<file path="src/rtl/fc_dense_if.sv">
// Bus bundle of the dense stage: start/busy/done handshake, layer-memory read port,
// weight/bias ROM port and the per-neuron score output.
interface fc_dense_if #(
    parameter int N_OUT = 4
);
    localparam int OIDX_W = (N_OUT > 1) ? $clog2(N_OUT) : 1;

    logic              start;
    logic              busy;
    logic              done;
    logic              crd;
    logic [11:0]       caddr_rd;
    logic [19:0]       cdata_rd;
    logic [2:0]        csel;
    logic [12:0]       waddr;
    logic [19:0]       wdata;
    logic [19:0]       bdata;
    logic [OIDX_W-1:0] oidx;
    logic              ovalid;
    logic [19:0]       odata;

    // master is the surrounding system (memories, ROMs, sequencer); slave is the dense stage
    modport master (
        output start, cdata_rd, wdata, bdata,
        input  busy, done, crd, caddr_rd, csel, waddr, oidx, ovalid, odata
    );

    modport slave (
        input  start, cdata_rd, wdata, bdata,
        output busy, done, crd, caddr_rd, csel, waddr, oidx, ovalid, odata
    );
endinterface

</file>
<file path="src/rtl/fc_dense.sv">
// Dense stage: streams the flattened map once per neuron, multiply-accumulates against the
// weight ROM, adds the bias and emits one rounded, saturated Q4.16 score per neuron.
module fc_dense #(
    parameter int N_IN  = 2048,
    parameter int N_OUT = 4,
    parameter bit RELU  = 1'b0
) (
    input logic       clk,
    input logic       reset,
    fc_dense_if.slave bus
);
    localparam int OIDX_W = (N_OUT > 1) ? $clog2(N_OUT) : 1;
    localparam logic signed [36:0] SAT_MAX = 37'sd524287;
    localparam logic signed [36:0] SAT_MIN = -37'sd524288;

    typedef enum logic [2:0] {S_IDLE, S_RUN, S_WAIT, S_OUT, S_DONE} state_t;

    state_t             state_q, state_d;
    logic signed [51:0] acc_q, acc_d;
    logic [11:0]        caddr_q, caddr_d;
    logic [12:0]        waddr_q, waddr_d;
    logic [OIDX_W-1:0]  oidx_q, oidx_d;
    logic               crd_q, crd_d;
    logic               dvalid_q, dvalid_d;
    logic               busy_q, busy_d;
    logic               done_q, done_d;
    logic               ovalid_q, ovalid_d;
    logic [19:0]        odata_q, odata_d;

    logic signed [39:0] prod;
    logic signed [51:0] prod_ext;
    logic signed [51:0] bias_ext;

    assign prod     = $signed(bus.cdata_rd) * $signed(bus.wdata);
    assign prod_ext = {{12{prod[39]}}, prod};
    assign bias_ext = {{16{bus.bdata[19]}}, bus.bdata, 16'd0};

    // Round half-up from Q.32 to Q.16, saturate to 20 bits, then optionally clamp negatives.
    function automatic logic [19:0] score(input logic signed [51:0] a);
        logic signed [36:0] r;
        logic [19:0]        res;
        r = $signed({a[51], a[51:16]}) + $signed({36'd0, a[15]});
        if (r > SAT_MAX)
            res = 20'h7FFFF;
        else if (r < SAT_MIN)
            res = 20'h80000;
        else
            res = r[19:0];
        if (RELU && res[19])
            res = 20'h00000;
        return res;
    endfunction

    always_comb begin
        state_d  = state_q;
        acc_d    = acc_q;
        caddr_d  = caddr_q;
        oidx_d   = oidx_q;
        crd_d    = crd_q;
        busy_d   = busy_q;
        done_d   = 1'b0;
        ovalid_d = 1'b0;
        odata_d  = odata_q;
        dvalid_d = crd_q;

        if (dvalid_q)
            acc_d = acc_q + prod_ext;

        case (state_q)
            S_IDLE: begin
                if (bus.start) begin
                    state_d = S_RUN;
                    crd_d   = 1'b1;
                    caddr_d = 12'd0;
                    oidx_d  = '0;
                    busy_d  = 1'b1;
                end
            end
            S_RUN: begin
                // bdata follows oidx, so the bias is loaded in the first read cycle,
                // which is also the only RUN cycle with no read data returning.
                if (!dvalid_q)
                    acc_d = bias_ext;
                if (caddr_q == 12'(N_IN - 1)) begin
                    state_d = S_WAIT;
                    crd_d   = 1'b0;
                    caddr_d = 12'd0;
                end else begin
                    caddr_d = caddr_q + 12'd1;
                end
            end
            S_WAIT: begin
                state_d  = S_OUT;
                ovalid_d = 1'b1;
                odata_d  = score(acc_d);
            end
            S_OUT: begin
                if (oidx_q == OIDX_W'(N_OUT - 1)) begin
                    state_d = S_DONE;
                    done_d  = 1'b1;
                end else begin
                    state_d = S_RUN;
                    crd_d   = 1'b1;
                    caddr_d = 12'd0;
                    oidx_d  = oidx_q + 1'b1;
                end
            end
            S_DONE: begin
                state_d = S_IDLE;
                busy_d  = 1'b0;
            end
            default: begin
                state_d = S_IDLE;
            end
        endcase

        waddr_d = 13'(oidx_d) * 13'(N_IN) + 13'(caddr_d);
    end

    always_ff @(posedge clk) begin
        if (!reset) begin
            state_q  <= S_IDLE;
            acc_q    <= '0;
            caddr_q  <= '0;
            waddr_q  <= '0;
            oidx_q   <= '0;
            crd_q    <= 1'b0;
            dvalid_q <= 1'b0;
            busy_q   <= 1'b0;
            done_q   <= 1'b0;
            ovalid_q <= 1'b0;
            odata_q  <= '0;
        end else begin
            state_q  <= state_d;
            acc_q    <= acc_d;
            caddr_q  <= caddr_d;
            waddr_q  <= waddr_d;
            oidx_q   <= oidx_d;
            crd_q    <= crd_d;
            dvalid_q <= dvalid_d;
            busy_q   <= busy_d;
            done_q   <= done_d;
            ovalid_q <= ovalid_d;
            odata_q  <= odata_d;
        end
    end

    assign bus.busy     = busy_q;
    assign bus.done     = done_q;
    assign bus.crd      = crd_q;
    assign bus.caddr_rd = caddr_q;
    assign bus.csel     = crd_q ? 3'b101 : 3'b000;
    assign bus.waddr    = waddr_q;
    assign bus.oidx     = oidx_q;
    assign bus.ovalid   = ovalid_q;
    assign bus.odata    = odata_q;
endmodule

</file>
<file path="src/flat_wrapper.sv">
// flat-port wrapper written by rule: the top's interface ports become plain ports
module fc_dense_flat 
#(
    parameter int N_IN  = 2048,
    parameter int N_OUT = 4,
    parameter bit RELU  = 1'b0
)
  (clk, reset, bus_start, bus_cdata_rd, bus_wdata, bus_bdata, bus_busy, bus_done, bus_crd, bus_caddr_rd, bus_csel, bus_waddr, bus_oidx, bus_ovalid, bus_odata);
  fc_dense_if #(.N_OUT(N_OUT)) bus_i ();
  input logic clk;
  input logic reset;
  input wire logic [$bits(bus_i.start)-1:0] bus_start;
  input wire logic [$bits(bus_i.cdata_rd)-1:0] bus_cdata_rd;
  input wire logic [$bits(bus_i.wdata)-1:0] bus_wdata;
  input wire logic [$bits(bus_i.bdata)-1:0] bus_bdata;
  output wire logic [$bits(bus_i.busy)-1:0] bus_busy;
  output wire logic [$bits(bus_i.done)-1:0] bus_done;
  output wire logic [$bits(bus_i.crd)-1:0] bus_crd;
  output wire logic [$bits(bus_i.caddr_rd)-1:0] bus_caddr_rd;
  output wire logic [$bits(bus_i.csel)-1:0] bus_csel;
  output wire logic [$bits(bus_i.waddr)-1:0] bus_waddr;
  output wire logic [$bits(bus_i.oidx)-1:0] bus_oidx;
  output wire logic [$bits(bus_i.ovalid)-1:0] bus_ovalid;
  output wire logic [$bits(bus_i.odata)-1:0] bus_odata;
  assign bus_i.start = bus_start;
  assign bus_i.cdata_rd = bus_cdata_rd;
  assign bus_i.wdata = bus_wdata;
  assign bus_i.bdata = bus_bdata;
  assign bus_busy = bus_i.busy;
  assign bus_done = bus_i.done;
  assign bus_crd = bus_i.crd;
  assign bus_caddr_rd = bus_i.caddr_rd;
  assign bus_csel = bus_i.csel;
  assign bus_waddr = bus_i.waddr;
  assign bus_oidx = bus_i.oidx;
  assign bus_ovalid = bus_i.ovalid;
  assign bus_odata = bus_i.odata;
  fc_dense #(.N_IN(N_IN), .N_OUT(N_OUT), .RELU(RELU)) u_core (.clk(clk), .reset(reset), .bus(bus_i));
endmodule
</file>
<file path="config.mk">
export PLATFORM = sky130hd
export DESIGN_NAME = fc_dense_flat
export DESIGN_NICKNAME = d
export VERILOG_FILES = /design/src/rtl/fc_dense_if.sv /design/src/rtl/fc_dense.sv /design/src/flat_wrapper.sv
export SDC_FILE = /design/constraint.sdc
export NUM_CORES = 2
export LEC_CHECK = 0
export CAP_MARGIN = 20
export CORE_MARGIN = 1
export CORE_UTILIZATION = 50
export CTS_CLUSTER_DIAMETER = 80
export DETAILED_ROUTE_END_ITERATION = 8
export GPL_ROUTABILITY_DRIVEN = 1
export PLACE_DENSITY_LB_ADDON = 0.12
export SETUP_SLACK_MARGIN = 0.4
export SLEW_MARGIN = 10
export SYNTH_ARGS = -nofsm -noshare
export SYNTH_HDL_FRONTEND = slang
export SYNTH_SLANG_ARGS = --single-unit
</file>
<file path="constraint.sdc">
create_clock -name clk -period 33.4 [get_ports clk]
set_input_delay 5.01 -clock clk [delete_from_list [all_inputs] [get_ports clk]]
set_output_delay 5.01 -clock clk [all_outputs]
set_load 0.05 [all_outputs]
</file>
# Word-level counts from Yosys, hierarchy flattened
# Cells that the tools add are included.
# word_totals
output_inout_bits	54
input_bits	63
reg_bits	107
wordCells	59
# classes
n_mul	1
reduce_logical	7
n_addsub	5
n_eq_ne	9
n_mux	24
n_lt_le_gt_ge	2
# ops
operator	count
2-to-1 mux 52 bit	3
adder 52 x 40 -> 52 bit	1
multiplier 20 x 20 -> 40 bit	1
2-to-1 mux 20 bit	2
adder 36 x 2 -> 37 bit	1
> comparator 37 x 20 -> 1 bit, second input constant	1
less-than comparator 37 x 20 -> 1 bit, second input constant	1
2-to-1 mux 12 bit	3
case mux 12 bit (3 select lines)	1
adder 13 x 12 -> 13 bit	1
adder 12 x 1 -> 12 bit, second input constant	1
equality test 12 x 11 -> 1 bit, second input constant	1
2-to-1 mux 3 bit	4
case mux 3 bit (4 select lines)	1
equality test 3 x 2 -> 1 bit, second input constant	2
AND reduction 2 bit	3
2-to-1 mux 1 bit	5
2-to-1 mux 2 bit	2
inequality test 2 bit, second input constant	2
case mux 2 bit (2 select lines)	1
AND reduction 4 bit	1
equality test 3 x 1 -> 1 bit, second input constant	1
equality test 3 bit, second input constant	1
logical NOT 3 bit	1
7 further kinds	7

# Logic depth before layout (Yosys ltp)
# depth
depth_word	7
depth_mapped	39
mapped_depth_nobuf	34

# Worst setup path after synthesis
# OpenSTA, ideal clock, no wires.
# synth_timing
path_type	input to register
start	input bus_cdata_rd[19]
end	register u_core.odata_q[10], in the netlist u_core.bus.odata[10]
required_ns	33.264
arrival_ns	14.824
stages	31
setup_slack_ns	18.440
setup_time_ns	0.136
n_path_buf	4
path_cell_list	clkbuf_1 nand2_1 inv_1 fa_1 fa_1 inv_1 fa_1 inv_1 fa_1 fa_1 fa_1 inv_1 fa_1 inv_1 ha_1 buf_6 a21oi_2 nor2b_1 o21a_1 or4_4 buf_6 or3_1 mux2i_1 a2111oi_4 nand3_1 or4_1 a2111o_1 or4_4 nor4_4 buf_6 o32ai_1
# synth_via
elab_chain_len	7
elab_cells_between_ends	8
classes_between	add/sub: 2; mul: 1; order compare: 2; mux: 3
# synth_lines
item	line	rtl
from (decl)	flat_wrapper.sv:13	input wire logic [$bits(bus_i.cdata_rd)-1:0] bus_cdata_rd;
multiplier 20 x 20 -> 40 bit *	fc_dense.sv:34	assign prod = $signed(bus.cdata_rd) * $signed(bus.wdata);
adder 52 x 40 -> 52 bit *	fc_dense.sv:67	acc_d = acc_q + prod_ext;
2-to-1 mux 52 bit *	fc_dense.sv:66	if (dvalid_q)
adder 36 x 2 -> 37 bit *	fc_dense.sv:42	r = $signed({a[51], a[51:16]}) + $signed({36'd0, a[15]});
less-than comparator 37 x 20 -> 1 bit	fc_dense.sv:45	else if (r < SAT_MIN)
2-to-1 mux 20 bit	fc_dense.sv:45	
2-to-1 mux 20 bit *	fc_dense.sv:43	if (r > SAT_MAX)
to (signal assigned)	fc_dense.sv:144	odata_q <= odata_d;
to (decl)	fc_dense.sv:28	logic [19:0] odata_q, odata_d;
# Mark *: on every way between the ends. The rest lies on a longest branch, timed or not.
# A chain may end at the register's enable or synchronous reset.

# Worst setup path after layout
# layout_timing
start	input bus_cdata_rd[19]
end	register u_core.odata_q[14], in the netlist u_core.bus.odata[14]
# Same word-level chain as after synthesis.

==> reports/results.tsv <==
stage	metric	value	unit
outcome	outcome	finished clean	
detailed_routing	wl	68750	µm
global_route	grt_pass1_vias	21563	
logic_synthesis	yosys_register_bits	96	
setup_path	cp.depth	25	
logic_synthesis	synth_area	0.02665	mm²
detailed_routing	vias_per_cell	5.307	
sta	fin_crit	16.28	ns
sta	finalClockSkew	0.01454	ns
setup_path	cp_slowest_cell	fa_2	
layout	final_cell_mix	inv_1 (829), fa_1 (545), nand2_1 (296)	
job	drv_cap	0	
logic_synthesis	yosys_warnings	0	
global_route	track_usage	27.04	%
detailed_routing	drt-pass1-iter-count	5	
placed_design	routabilityCongestion	0.9280	
sta	maxSlewViolCount	0	
floorplanning	die_height	232.9	µm
logic_synthesis	netlist_instances	3149	
detailed_routing	ant_nets	0	
floorplanning	fp.dieW	232.9	µm
sta	hold_violations	0	
sta	max_freq	61.42	MHz
placed_design	dp_hpwl	58720	µm
global_route	antenna_found_initial	0	
floorplanning	boundaryPins	117	
layout	mostFrequentLayoutCell	inv_1	
clock_tree	clockBufferDepth	2	
setup_path	end_kind	register	
logic_synthesis	avgSynthCellArea	8.462	µm²
logic_synthesis	synth_top_flop_cell	dfxtp_1	
sta	fin_crit_sh	48.75	%
setup_path	cp_data_arrival_time	16.48	ns
logic_synthesis	syn_nets	3915	
setup_path	path_delay_family	adder cells	
clock_tree	postCtsHoldBufs	0	
clock_tree	clk_root_buffer_cell	clkbuf_16	
detailed_routing	drtIter0Drc	1100	
layout	fin_nets	3892	
detailed_routing	drc	0	
setup_path	cp_slowest_stage_delay	1.11	ns
setup_path	crit_type	input pin to register	
sta	worst_pin_slew	1.055	ns
layout	antenna_cells	0	
clock_tree	cts_made_buffers	9	
setup_path	path_max_fanout	24	
logic_synthesis	synth_cell_types	87	
layout	drive_above_1_share	2.747	%
floorplanning	rows	84	
detailed_routing	vias	20269	
floorplanning	core_area	0.05266	mm²
logic_synthesis	synthArstFlopShare	0	%
hold_path	whs_path_depth	2	
setup_path	worstRegToRegCells	28	
clock_tree	clk_pin_slew	0.08	ns
clock_tree	htree_levels	3	
setup_path	cp_common_cell	fa_1	
sta	fin_tns_setup	0	ns
detailed_routing	wl_per_cell	18.00	µm
global_route	grt_max_degree	74	
hold_path	hp-class	register to register	
floorplanning	die-area	0.05422	mm²
clock_tree	cts_tree	done	
floorplanning	start_util	50.61	%
clock_tree	clkLatencyLatePin	0.37	ns
clock_tree	post_cts_buffers	0	
setup_path	cp-start-kind	input pin	
sta	max-slew-margin-rel	29.42	%
setup_path	crit_buf_inv	4	
clock_tree	cts_sinks	96	
clock_tree	cts_resized	0	
sta	setup_viol	0	
setup_path	cp.required	33.60	ns
logic_synthesis	synth_edf_count	0	
placed_design	portBuffers	115	
sta	grt_setup_unrepaired	no	
layout	areaGrowthSynthToFinish	6.625	%
global_route	overflow	0	
logic_synthesis	seq_area_frac_synth	7.212	%
global_route	grt_pass1_wl	116300	µm
[per-layer routing]
metal	global-route usage, %	up-vias	part of all wire, %
li1	-	9455	-
met1	40.00	10378	48
met2	44.88	404	48
met3	1.752	32	3.6
met4	2.839	0	0.60
met5	0	-	0
[path summary, 6_finish.rpt]
| path | from | end | slack, ns |
|---|---|---|---|
| min reg2reg | u_core.acc_q[5]$_SDFF_PN0_ | u_core.acc_q[5]$_SDFF_PN0_ | 0.49 |
| max reg2reg | u_core.acc_q[14]$_SDFF_PN0_ | u_core.bus.odata[14]$_SDFFE_PN0P_ | 23.50 |
| max | bus_cdata_rd[19] | u_core.bus.odata[14]$_SDFFE_PN0P_ | 17.12 |
| min | u_core.acc_q[5]$_SDFF_PN0_ | u_core.acc_q[5]$_SDFF_PN0_ | 0.49 |
[stage by stage]
step	setup WS, ns	hold slack, ns	utilization [%]	instances	area (µm²)
floorplan	18.44	0.4437	-	3149	26650
global placement	16.93	0.4568	53.29	3801	28060
detailed placement	16.68	0.4891	53.31	3802	28070
CTS	17.02	0.5004	53.92	3818	28390
global route	16.37	0.5180	53.96	3819	28410
finish	17.12	0.4938	53.96	3819	28410
[tightest hold or removal path, cell delays in order, from the launching register on]
cell     delay, ns
dfxtp_1       0.32
nand3_1       0.07
a21oi_1       0.06
[cell usage after synthesis (all sizes together) (6+ instances only)]
library cell | instances | area (µm²)
a311oi | 8 | 76.32
a211oi | 37 | 290.3
a31oi | 8 | 50.05
a21o | 12 | 90.09
nor3b | 10 | 75.07
o21ai | 102 | 510.5
inv | 829 | 3112
o21a | 18 | 142.6
nor2b | 28 | 175.2
o32ai | 20 | 175.2
nand2b | 23 | 143.9
nand2 | 297 | 1115
nor4 | 14 | 108.9
or3 | 15 | 98.84
fa | 546 | 10930
o21bai | 9 | 67.56
and2 | 205 | 1282
nor2 | 126 | 473.0
and3 | 14 | 87.58
a22oi | 6 | 50.05
nor3 | 39 | 205.2
o211ai | 13 | 97.59
xor2 | 15 | 131.4
a211o | 7 | 61.31
clkbuf | 121 | 454.2
mux2i | 30 | 312.8
buf | 46 | 281.5
nand3 | 32 | 165.2
nand4 | 26 | 175.2
dfxtp | 96 | 1922
nand3b | 6 | 45.04
a21oi | 103 | 534.3
xnor2 | 52 | 455.4
ha | 157 | 1964
[final cells by class]
type	instances	area, µm²
Clock buffer	9	225.2
Clock inverter	7	98.84
Fill cell	4979	24240
Inverter	830	3115
Multi-Input combinational cell	2056	20890
Sequential cell	96	1926
Tap cell	688	860.8
Timing Repair Buffer	133	1299
[logic make-up (layout without fill, tap and decap cells)]
logic type	count (synthesis)	after routing	synth area share [%]
AOI/OAI and AO/OA	396	396	10.16
buffers and inverters	997	979	14.45
muxes	35	35	1.385
DFF	96	96	7.212
xor gates and xnor gates	67	67	2.202
and+or+nand+nor	854	854	16.18
adders and majority gates	703	703	48.39
other	1	1	0.01407
Power is not shown: default switching activity piles up to over one toggle a cycle in this logic, so the estimate is an artifact.
